[config.mk]
export PLATFORM = sky130hd
export DESIGN_NAME = ioshim_seq
export DESIGN_NICKNAME = d
export VERILOG_FILES = /design/src/rtl/ioshim_seq.sv
export SDC_FILE = /design/constraint.sdc
export NUM_CORES = 1
export LEC_CHECK = 0
export CORE_MARGIN = 2
export CORE_UTILIZATION = 30
export DETAILED_ROUTE_END_ITERATION = 8
export PLACE_DENSITY = 0.55
export REMOVE_ABC_BUFFERS = 1
export SETUP_SLACK_MARGIN = 0.05
export SLEW_MARGIN = 0
export SYNTH_ARGS = -nofsm -noshare
export SYNTH_HDL_FRONTEND = slang
export SYNTH_SLANG_ARGS = --single-unit
[constraint.sdc]
create_clock -name clk -period 6.1 [get_ports clk]
set_clock_uncertainty 0.2 [all_clocks]
set_input_delay 1.83 -clock clk [delete_from_list [all_inputs] [get_ports clk]]
set_output_delay 1.83 -clock clk [all_outputs]
set_load 0.1 [all_outputs]
[src/rtl/ioshim_seq.sv]
// ioshim_seq: fetch/decode/writeback sequencer feeding the ioshim 8-bit ALU, with handshaked IN/OUT ports.
// Define IOSHIM_SEQ_HALT_EN to add the HALT state and the halted port (BR with bit 11 set stops fetching).
`timescale 1ns/1ps
module ioshim_seq #(
    parameter int PC_BITS = 8
) (
    input  logic               clk,
    input  logic               reset,
    output logic [PC_BITS-1:0] imem_addr,
    input  logic [15:0]        imem_data,
    output logic [4:0]         alu_insn,
    output logic [7:0]         alu_op1,
    output logic [7:0]         alu_op2,
    input  logic [7:0]         alu_result,
    output logic [7:0]         io_addr,
    output logic               out_valid,
    input  logic               out_ready,
    output logic [7:0]         out_data,
    output logic               in_ready,
    input  logic               in_valid,
    input  logic [7:0]         in_data
`ifdef IOSHIM_SEQ_HALT_EN
    ,
    output logic               halted
`endif
);

    typedef enum logic [2:0] {
        S_FETCH, S_DECODE, S_WB, S_OUT, S_IN
`ifdef IOSHIM_SEQ_HALT_EN
        , S_HALT
`endif
    } state_t;

    state_t             state_q, state_d;
    logic [PC_BITS-1:0] pc_q, pc_d, pc_inc, br_tgt;
    logic [15:0]        ir_q, ir_d;
    logic [7:0]         regs_q [8];
    logic               we;
    logic [2:0]         wa;
    logic [7:0]         wd;

    assign imem_addr = pc_q;
    assign pc_inc    = pc_q + PC_BITS'(1);
    assign br_tgt    = PC_BITS'(imem_data[7:0]);
`ifdef IOSHIM_SEQ_HALT_EN
    assign halted    = (state_q == S_HALT);
`endif

    always_ff @(posedge clk) begin
        if (reset) begin
            state_q <= S_FETCH;
            pc_q    <= '0;
            ir_q    <= '0;
            for (int i = 0; i < 8; i++) regs_q[i] <= '0;
        end else begin
            state_q <= state_d;
            pc_q    <= pc_d;
            ir_q    <= ir_d;
            if (we) regs_q[wa] <= wd;
        end
    end

    always_comb begin
        state_d   = state_q;
        pc_d      = pc_q;
        ir_d      = ir_q;
        we        = 1'b0;
        wa        = '0;
        wd        = '0;
        alu_insn  = '0;
        alu_op1   = '0;
        alu_op2   = '0;
        io_addr   = '0;
        out_valid = 1'b0;
        out_data  = '0;
        in_ready  = 1'b0;
        case (state_q)
            S_FETCH: state_d = S_DECODE;
            S_DECODE: begin
                ir_d = imem_data;
                case (imem_data[15:14])
                    2'b00: begin
                        alu_insn = imem_data[13:9];
                        alu_op1  = regs_q[imem_data[5:3]];
                        alu_op2  = regs_q[imem_data[2:0]];
                        state_d  = S_WB;
                    end
                    2'b01: begin
                        // LDI rides through the ALU as op 0 (pass op2)
                        alu_op2 = imem_data[7:0];
                        state_d = S_WB;
                    end
                    2'b10: begin
                        state_d = S_FETCH;
                        pc_d    = (imem_data[12] || regs_q[imem_data[10:8]] != 8'd0) ? br_tgt : pc_inc;
`ifdef IOSHIM_SEQ_HALT_EN
                        if (imem_data[11]) begin
                            state_d = S_HALT;
                            pc_d    = pc_q;
                        end
`endif
                    end
                    default: state_d = imem_data[13] ? S_OUT : S_IN;
                endcase
            end
            S_WB: begin
                state_d = S_FETCH;
                pc_d    = pc_inc;
                wd      = alu_result;
                if (ir_q[15:14] == 2'b01) begin
                    we = 1'b1;
                    wa = ir_q[10:8];
                end else if (ir_q[13:9] < 5'd27) begin
                    // ALU ops 27..31 are NOPs: skip writeback only
                    we = 1'b1;
                    wa = ir_q[8:6];
                end
            end
            S_OUT: begin
                out_valid = 1'b1;
                io_addr   = ir_q[7:0];
                out_data  = regs_q[ir_q[10:8]];
                if (out_ready) begin
                    state_d = S_FETCH;
                    pc_d    = pc_inc;
                end
            end
            S_IN: begin
                in_ready = 1'b1;
                io_addr  = ir_q[7:0];
                if (in_valid) begin
                    we      = 1'b1;
                    wa      = ir_q[10:8];
                    wd      = in_data;
                    state_d = S_FETCH;
                    pc_d    = pc_inc;
                end
            end
            default: state_d = state_q;
        endcase
    end

endmodule

[Word level (Yosys, flattened, before mapping)]
Memory sizes are Yosys's and may differ from the RTL's. A register that Yosys moved wholly into a read port is not among the register bits.
Index checks and enable logic that the tools add are counted.
Cells by class
  $add $sub $neg: 1
  order comparisons: 1
  equality and inequality tests: 10
  mux-type cells: 40
  reduce and logical (&&, ||, !) cells: 11
Operator list (number)
  2-to-1 mux 8 bit: 11
  case mux 8 bit (2 select lines): 2
  case mux 8 bit (4 select lines): 1
  2-to-1 mux 3 bit: 9
  case mux 3 bit (5 select lines): 1
  case mux 3 bit (2 select lines): 2
  2-to-1 mux 1 bit: 11
  2-to-1 mux 5 bit: 2
  adder 8 x 1 -> 8 bit, second input constant: 1
  nonzero test 8 bit: 1
  OR reduction 8 bit: 1
  == test 3 x 2 -> 1 bit, second input constant: 2
  inequality test 2 bit, second input constant: 3
  less-than comparator 5 bit, second input constant: 1
  nonzero test 5 bit: 1
  == test 2 x 1 -> 1 bit, second input constant: 2
  AND reduction 4 bit: 1
  nonzero test 4 bit: 1
  OR reduction 2 bit: 2
  == test 3 x 1 -> 1 bit, second input constant: 1
  == test 3 bit, second input constant: 1
  logical NOT 3 bit: 1
  AND reduction 3 bit: 1
  == test 2 bit, second input constant: 1
  3 further kinds: 3
Word-level totals
  register bits: 27
  RAM bits: 64
  bits of input ports: 36
  output and inout port bits: 47
  memories: 1
Memory list
  regs_q: depth 8, width 8, rd ports 4, clocked after memory_dff 1, write ports 8, line 38  | logic [7:0] regs_q [8];

[Depth between registers and ports, before layout]
Gate-level depths: netlist (run 1).
  word-level depth: 9
  depth in mapped cells: 8
  gate-level depth less buffers: 7

[Least setup slack after synthesis (run 1)]
No wires, ideal clock.
  kind: register to output
  from: register state_q[0]
  to: output port io_addr[0]
  arrival: 4.914 ns
  data required time: 4.070 ns
  path slack: -0.844 ns
  stages on the path, launching flop included: 5
  path buffers: 1
  path through: dfxtp_1 clkbuf_1 nor3b_1 nor2_1 nor2b_1
Between the ends
  word-level cells in the longest chain between the ends: 3
RTL lines
  from (decl): line 35  | state_t state_q, state_d;
  from (signal assigned): line 57  | state_q <= state_d;
  == test 3 bit or == test 3 x 2 -> 1 bit (tied branches): line 78  | case (state_q)
  OR reduction 2 bit (no source line) *
  2-to-1 mux 8 bit *: line 78
  to (decl): line 15  | output logic [7:0] io_addr,
Every way passes the cells marked *; elsewhere a longest branch is shown, timed or not.

[Final worst setup path (run 1)]
  from: input port imem_data[0]
  to: output port alu_op2[7]
Between the ends
  word-level cells in the longest chain between the ends: 3
RTL lines
  from (decl): line 10  | input logic [15:0] imem_data,
  memory (8 x 8 bit)
  case mux 8 bit (2 select lines): line 82  | case (imem_data[15:14])
  2-to-1 mux 8 bit: line 78
  to (decl): line 13  | output logic [7:0] alu_op2,
No other way between the ends.

==> qor.txt, run 1 <==
worst rel slew slack: 0.336
via count of the first global-routing pass: 4677
final hold vios: 0
CTS H-Tree Depth: 3
Hold-fix buffers, CTS: 0
Pre-Repair DR Iteration Count: 5
CTS tree: done
Primary FF master, synth: edfxtp_1
nets@finish: 648
starting density of the core: 0.308
height of the die: 143 um
Overall Power: 1.72 mW
share of layout cells above drive strength 1: 0.172
Core Util, Final: 0.394
synth top area cells: edfxtp_1 (33%), mux4_2 (17%), dfxtp_1 (10%), nor2_1 (6.5%), mux2i_1 (4.0%)
status: finished clean
DP HPWL: 14.1 mm
post_cts resized: 0
Tcrit/Tclk final: 0.938
Layout area overhead: 28.0%
Worst Tran Pin Value: 0.993 ns
Ports: 83
CORE AREA: 18800 um2
Unique masters post-synth: 52
routability cong.: 1.01
Max Root-Sink Buffers: 2
Mapped Cells: 538
cell taking the most area after synthesis: edfxtp_1
largest net degree at the start of global routing: 36
share of flip-flops with an asynchronous set or reset: 0
Setup violations, final: 0
DIE WIDTH: 143 um
synth warn: 0
CTS Buf Count: 9
Routed Antenna Nets: 0
clk sink count: 94
Post-Route Hold Slack: 0.252 ns
Clk Latency, worst-skew pair: 0.35 ns
Leakage Power: 2.44 nW
#FFs+latches synth: 94
port buffer count: 82
clk slew on worst S/H paths: 0.07 ns
antenna cells: 0
setup bufs post-CTS: 0
Total GRT Usage: 0.185
Overflow after GRT: 0
global-route wire length before repair: 28.2 mm
min Tclk post-route: 5.72 ns
CTS root buf: clkbuf_16
routed len/inst: 21.9 um
CP Capture Type: output pin
initial antenna violation count: 0
CP Launch Type: primary input
Post-Synthesis Cell Area: 5770 um2
max-cap violation count: 0
RSZ-0062 raised after global routing: false
Max Clk Rate: 175 MHz
drt drc: 0
Peak supply drop: 0.132 mV
drt total wl: 18.6 mm
Final Cell Area: 7390 um2
Crit Path Max Fanout: 19
Detailed Route Iter0 Violations: 357
Vias: 4831
power per cell area: 233 nW/um2
Rows: 50
number of enable flip-flop cells after synthesis: 64
syn avg cell area: 10.7 um2
worst hold path type: flop to flop
Max Transition Viols Final: 0
die outline area: 20400 um2
Arr. time, crit path: 3.69 ns
Crit path required time: 4.07 ns
final setup TNS: 0 ns
part of the Yosys area used for sequential elements: 0.437
CP Class: primary input to output pin
Avg Vias per Cell: 5.69
dpl cell area: 7100 um2
post-synth top area share: 0.333
-- cell type report --
| cell class | instances | area (um2) |
|---|---|---|
| Clock buffer | 9 | 225 |
| Timing Repair Buffer | 97 | 1170 |
| Fill cell | 1811 | 11400 |
| Inverter | 9 | 33.8 |
| Tap cell | 234 | 293 |
| Multi-Input combinational cell | 400 | 3080 |
| Clock inverter | 6 | 61.3 |
| Sequential cell | 94 | 2520 |
-- cells in the final DEF, fill, tap and decap left out, types with 10 or more instances in the layout --
cell,Yosys,routed
nor2_1,100,100
edfxtp_1,64,64
clkdlybuf4s50_1,0,61
nand2_1,59,59
mux4_2,43,43
a21oi_1,30,30
dfxtp_1,30,30
mux2i_1,23,23
buf_12,0,23
nor4_1,17,17
nor2b_1,14,14
buf_4,0,13
o21ai_0,11,11
nand2b_1,10,10
-- per-stage QoR --
| stage | instances | setup WS, ns |
|---|---|---|
| global route | 849 | 0.268 |
| floorplan | 503 | -0.815 |
| finish | 849 | 0.380 |
| CTS | 849 | 0.366 |
| detailed placement | 834 | 0.380 |
| global placement | 834 | 0.387 |
-- worst max-delay path, stage by stage --
cell,delay (ns)
clkdlybuf4s50_1,0.51
buf_12,0.20
mux4_2,0.54
mux2i_1,0.20
o21ai_0,0.17
buf_12,0.23
-- report_power, final --
part | internal (mW) | switching (mW) | leakage (nW)
clock | 0.315 | 0.248 | 0.140
combinational | 0.157 | 0.236 | 1.39
sequential | 0.714 | 0.0525 | 0.907
total | 1.19 | 0.536 | 2.44
-- final timing paths --
path,cells past startpoint,to,from,slack (ns)
min reg2reg,2,ir_q[5],ir_q[5],0.25
max,6,alu_op2[7],imem_data[0],0.38
max reg2reg,7,regs_q[5][7],state_q[1],2.97
min,2,ir_q[5],ir_q[5],0.25
-- registers in the layout (all words and copies together) (netlist names), named ones only --
signal,flops
state_q,3
imem_addr,8
regs_q,64
ir_q,16
-- kinds of logic after synthesis --
logic type	count (synthesis)	share of synthesized area
DFF	94	0.437
and+or+nand+nor	245	0.200
adders and majority gates	1	0.00217
buffers and inverters	44	0.0301
AOI/OAI and AO/OA	79	0.0928
xor gates and xnor gates	3	0.00455
muxes	72	0.233
-- cells in the mapped netlist, drive strengths merged (2+ instances only) --
library cell / number
nand3b: 3
a21oi: 30
xnor2: 3
or2: 2
nand4: 2
edfxtp: 64
nand3: 9
a22o: 2
a2111oi: 8
a31oi: 3
and2: 6
a22oi: 9
nand2: 59
mux4: 48
mux2i: 23
o22ai: 2
nor3: 9
nor2: 100
nor3b: 4
clkbuf: 26
buf: 9
dfxtp: 30
inv: 9
nor4: 18
o21ai: 11
nand2b: 10
a211oi: 3
or3: 4
nor2b: 14
o211a: 2
-- routing by layer --
layer  vias up  global-route usage  share of wire
met5         -                   0              0
met4         0              0.0599          0.019
met3        28              0.0235          0.058
met2       239               0.302           0.48
met1      2381               0.257           0.45
li1       2183                   -              -
Power figures use the tool's default switching activity.
==> inputs of run 2 (changes only) <==
--- a/config.mk
+++ b/config.mk
@@ -5,7 +5,6 @@
 export SDC_FILE = /design/constraint.sdc
 export NUM_CORES = 1
 export LEC_CHECK = 0
-export CORE_MARGIN = 2
 export CORE_UTILIZATION = 30
 export DETAILED_ROUTE_END_ITERATION = 8
 export PLACE_DENSITY = 0.55
==> constraint.sdc (replaced) <==
create_clock -name clk -period 5.6 [get_ports clk]
set_clock_uncertainty 0.2 [all_clocks]
set_input_delay 1.68 -clock clk [delete_from_list [all_inputs] [get_ports clk]]
set_output_delay 1.68 -clock clk [all_outputs]
set_load 0.1 [all_outputs]
==> run 2 against run 1 <==
Critical path depth unchanged; combinational power grew 10%; setup slack got worse by 0.25 ns; global-route usage increased by 0.57 points; sequential cell count unchanged; die area shrank 2.8%; hold slack improved by 0.0022 ns; register-to-register slack got worse by 0.52 ns; non-clock buffer count grew 3; sequential share of layout area is essentially flat; clock-buffer cell count is the same; critical endpoint unchanged.
==> qor.txt, run 2 (synthesized netlist as in run 1, its figures left out) <==
status: finished clean
min Tclk post-route: 5.47 ns
commonest non-fill, non-tap cell in the layout: nor2_1
Max Root-Sink Buffers: 2 (unchanged)
CP Capture Type: output pin
Total GRT Usage: 0.191 (+0.00573)
CTS Buf Count: 9 (unchanged)
via count of the first global-routing pass: 4776 (+2.1%)
DIE WIDTH: 141 um (-1.4%)
Ports: 83 (unchanged)
Leakage Power: 2.48 nW (+1.7%)
initial antenna violation count: 0 (unchanged)
Largest register FFs: 64 (unchanged)
die outline area: 19800 um2 (-2.8%)
Crit path required time: 3.72 ns (-0.35 ns)
worst hold path type: flop to flop
Clk Latency, worst-skew pair: 0.35 ns (about the same)
Worst Tran Pin Value: 0.995 ns (+0.00217 ns)
CP Launch Type: primary input
combinational power share: 0.234 (+0.006)
P_int: 1.26 mW (+5.8%)
Core Util, Final: 0.393 (-0.000467)
Detailed Route Iter0 Violations: 357 (unchanged)
height of the die: 141 um (-1.4%)
setup bufs post-CTS: 0 (unchanged)
CORE AREA: 18800 um2 (unchanged)
met1 usage: 0.250 (-0.00749)
post-route insts no fill: 853 (+0.47%)
routed len/inst: 21.5 um (-1.7%)
Crit Path Max Fanout: 19 (unchanged)
Avg Vias per Cell: 5.67 (-0.28%)
met3 Use GR: 0.0380 (+0.0146)
most frequent cells in the layout: nor2_1 (100), edfxtp_1 (64), nand2_1 (59)
max-cap violation count: 0 (unchanged)
Reg2Reg Setup Slack: 2.45 ns (-0.52 ns)
Max Clk Rate: 183 MHz
Arr. time, crit path: 3.59 ns (-0.10 ns)
Post-Place Cells: 837 (+0.36%)
clk sink count: 94 (unchanged)
switch share: 0.322 (+0.0106)
Vias: 4840 (+0.19%)
CTS tree: done
CP Class: primary input to output pin
Overflow after GRT: 0 (unchanged)
sequential share of power: 0.450 (+0.005)
Rows: 50 (unchanged)
share of layout cells above drive strength 1: 0.205 (+0.0328)
clk slew on worst S/H paths: 0.06 ns (about the same)
nets@finish: 651 (+0.46%)
Max Transition Viols Final: 0 (unchanged)
RSZ-0062 raised after global routing: false
largest net degree at the start of global routing: 36 (unchanged)
port buffer count: 82 (unchanged)
starting density of the core: 0.308 (unchanged)
drt total wl: 18.3 mm (-1.2%)
worst rel slew slack: 0.334 (-0.00145)
final hold vios: 0 (unchanged)
CTS H-Tree Depth: 3 (unchanged)
Setup violations, final: 0 (unchanged)
power per cell area: 251 nW/um2 (+7.6%)
Most Crowded Layer GR: met2
drt drc: 0 (unchanged)
Tcrit/Tclk final: 0.977
Routed Antenna Nets: 0 (unchanged)
Layout area overhead: 27.8%
net switching power: 596 uW (+11%)
Clk pwr share: 0.316 (-0.011)
routability cong.: 0.961 (-4.4%)
Peak supply drop: 0.146 mV (+11%)
Pre-Repair DR Iteration Count: 5 (unchanged)
antenna cells: 0 (unchanged)
global-route wire length before repair: 28.2 mm (about the same)
largest reg by FF count: regs_q
CTS root buf: clkbuf_16
DP HPWL: 13.9 mm (-1.4%)
GR Layer Usage met2: 0.310 (+0.00789)
run 2: changes by cell type in the layout (fill, tap and decap cells not counted), sizes merged:
cell | before | now
clkinv | 2 | 3
inv | 11 | 12
bufinv | 1 | 0
clkdlybuf4s50 | 61 | 46
buf | 36 | 54
run 2: path summary, 6_finish.rpt:
check                                   from           end  depth (start not counted)
worst max-delay path            imem_data[0]    alu_op2[7]                          6
worst min-delay path                 ir_q[4]       ir_q[4]                          2
worst max register to register    state_q[1]  regs_q[7][5]                          7
worst min register to register       ir_q[4]       ir_q[4]                          2
run 2: layout make-up:
class	instances	area, um2
fillers	1824	11400
flip-flops and latches	94	2520
inverters	9	33.8
well taps	234	293
clock inverters	7	47.5
repair buffers	100	1170
clock buffers	9	225
multi-input cells	400	3090
run 2: power groups by stage:
stage	combinational (mW)	sequential, mW	clock [mW]
floorplan	0.228	0.878	0
finish	0.434	0.833	0.585
CTS	0.436	0.830	0.594
global placement	0.430	0.844	0
global route	0.460	0.838	0.623
detailed placement	0.434	0.846	0
run 2: critical path, stage by stage:
cell	delay [ns]
clkdlybuf4s50_1	0.51
buf_12	0.19
mux4_2	0.52
mux2i_1	0.24
o21ai_0	0.20
buf_12	0.24
run 2: per-stage QoR:
stage                     hold WS [ns]  total power [mW]  setup TNS [ns]  cell area, um2  setup WS, ns
final                            0.254              1.85               0            7380         0.129
after global placement           0.239              1.27               0            7100        0.0408
after CTS                        0.256              1.86               0            7370        0.0554
after detailed placement         0.247              1.28               0            7100        0.0502
after global routing             0.287              1.92               0            7380        0.0645
after floorplan                  0.226              1.11          -14.67            5630         -1.17
run 2: routing by layer:
| metal | vias up | part of all wire |
|---|---|---|
| li1 | 2188 | - |
| met1 | 2355 | 0.41 |
| met2 | 260 | 0.48 |
| met3 | 37 | 0.078 |
| met4 | 0 | 0.032 |
| met5 | - | 0 |
run 2: timing repair:
action,CTS,global route
endpoints found under the hold margin,0,0
hold buffers,0,0
gates resized for setup,1,4
endpoints found under the setup margin,1,3
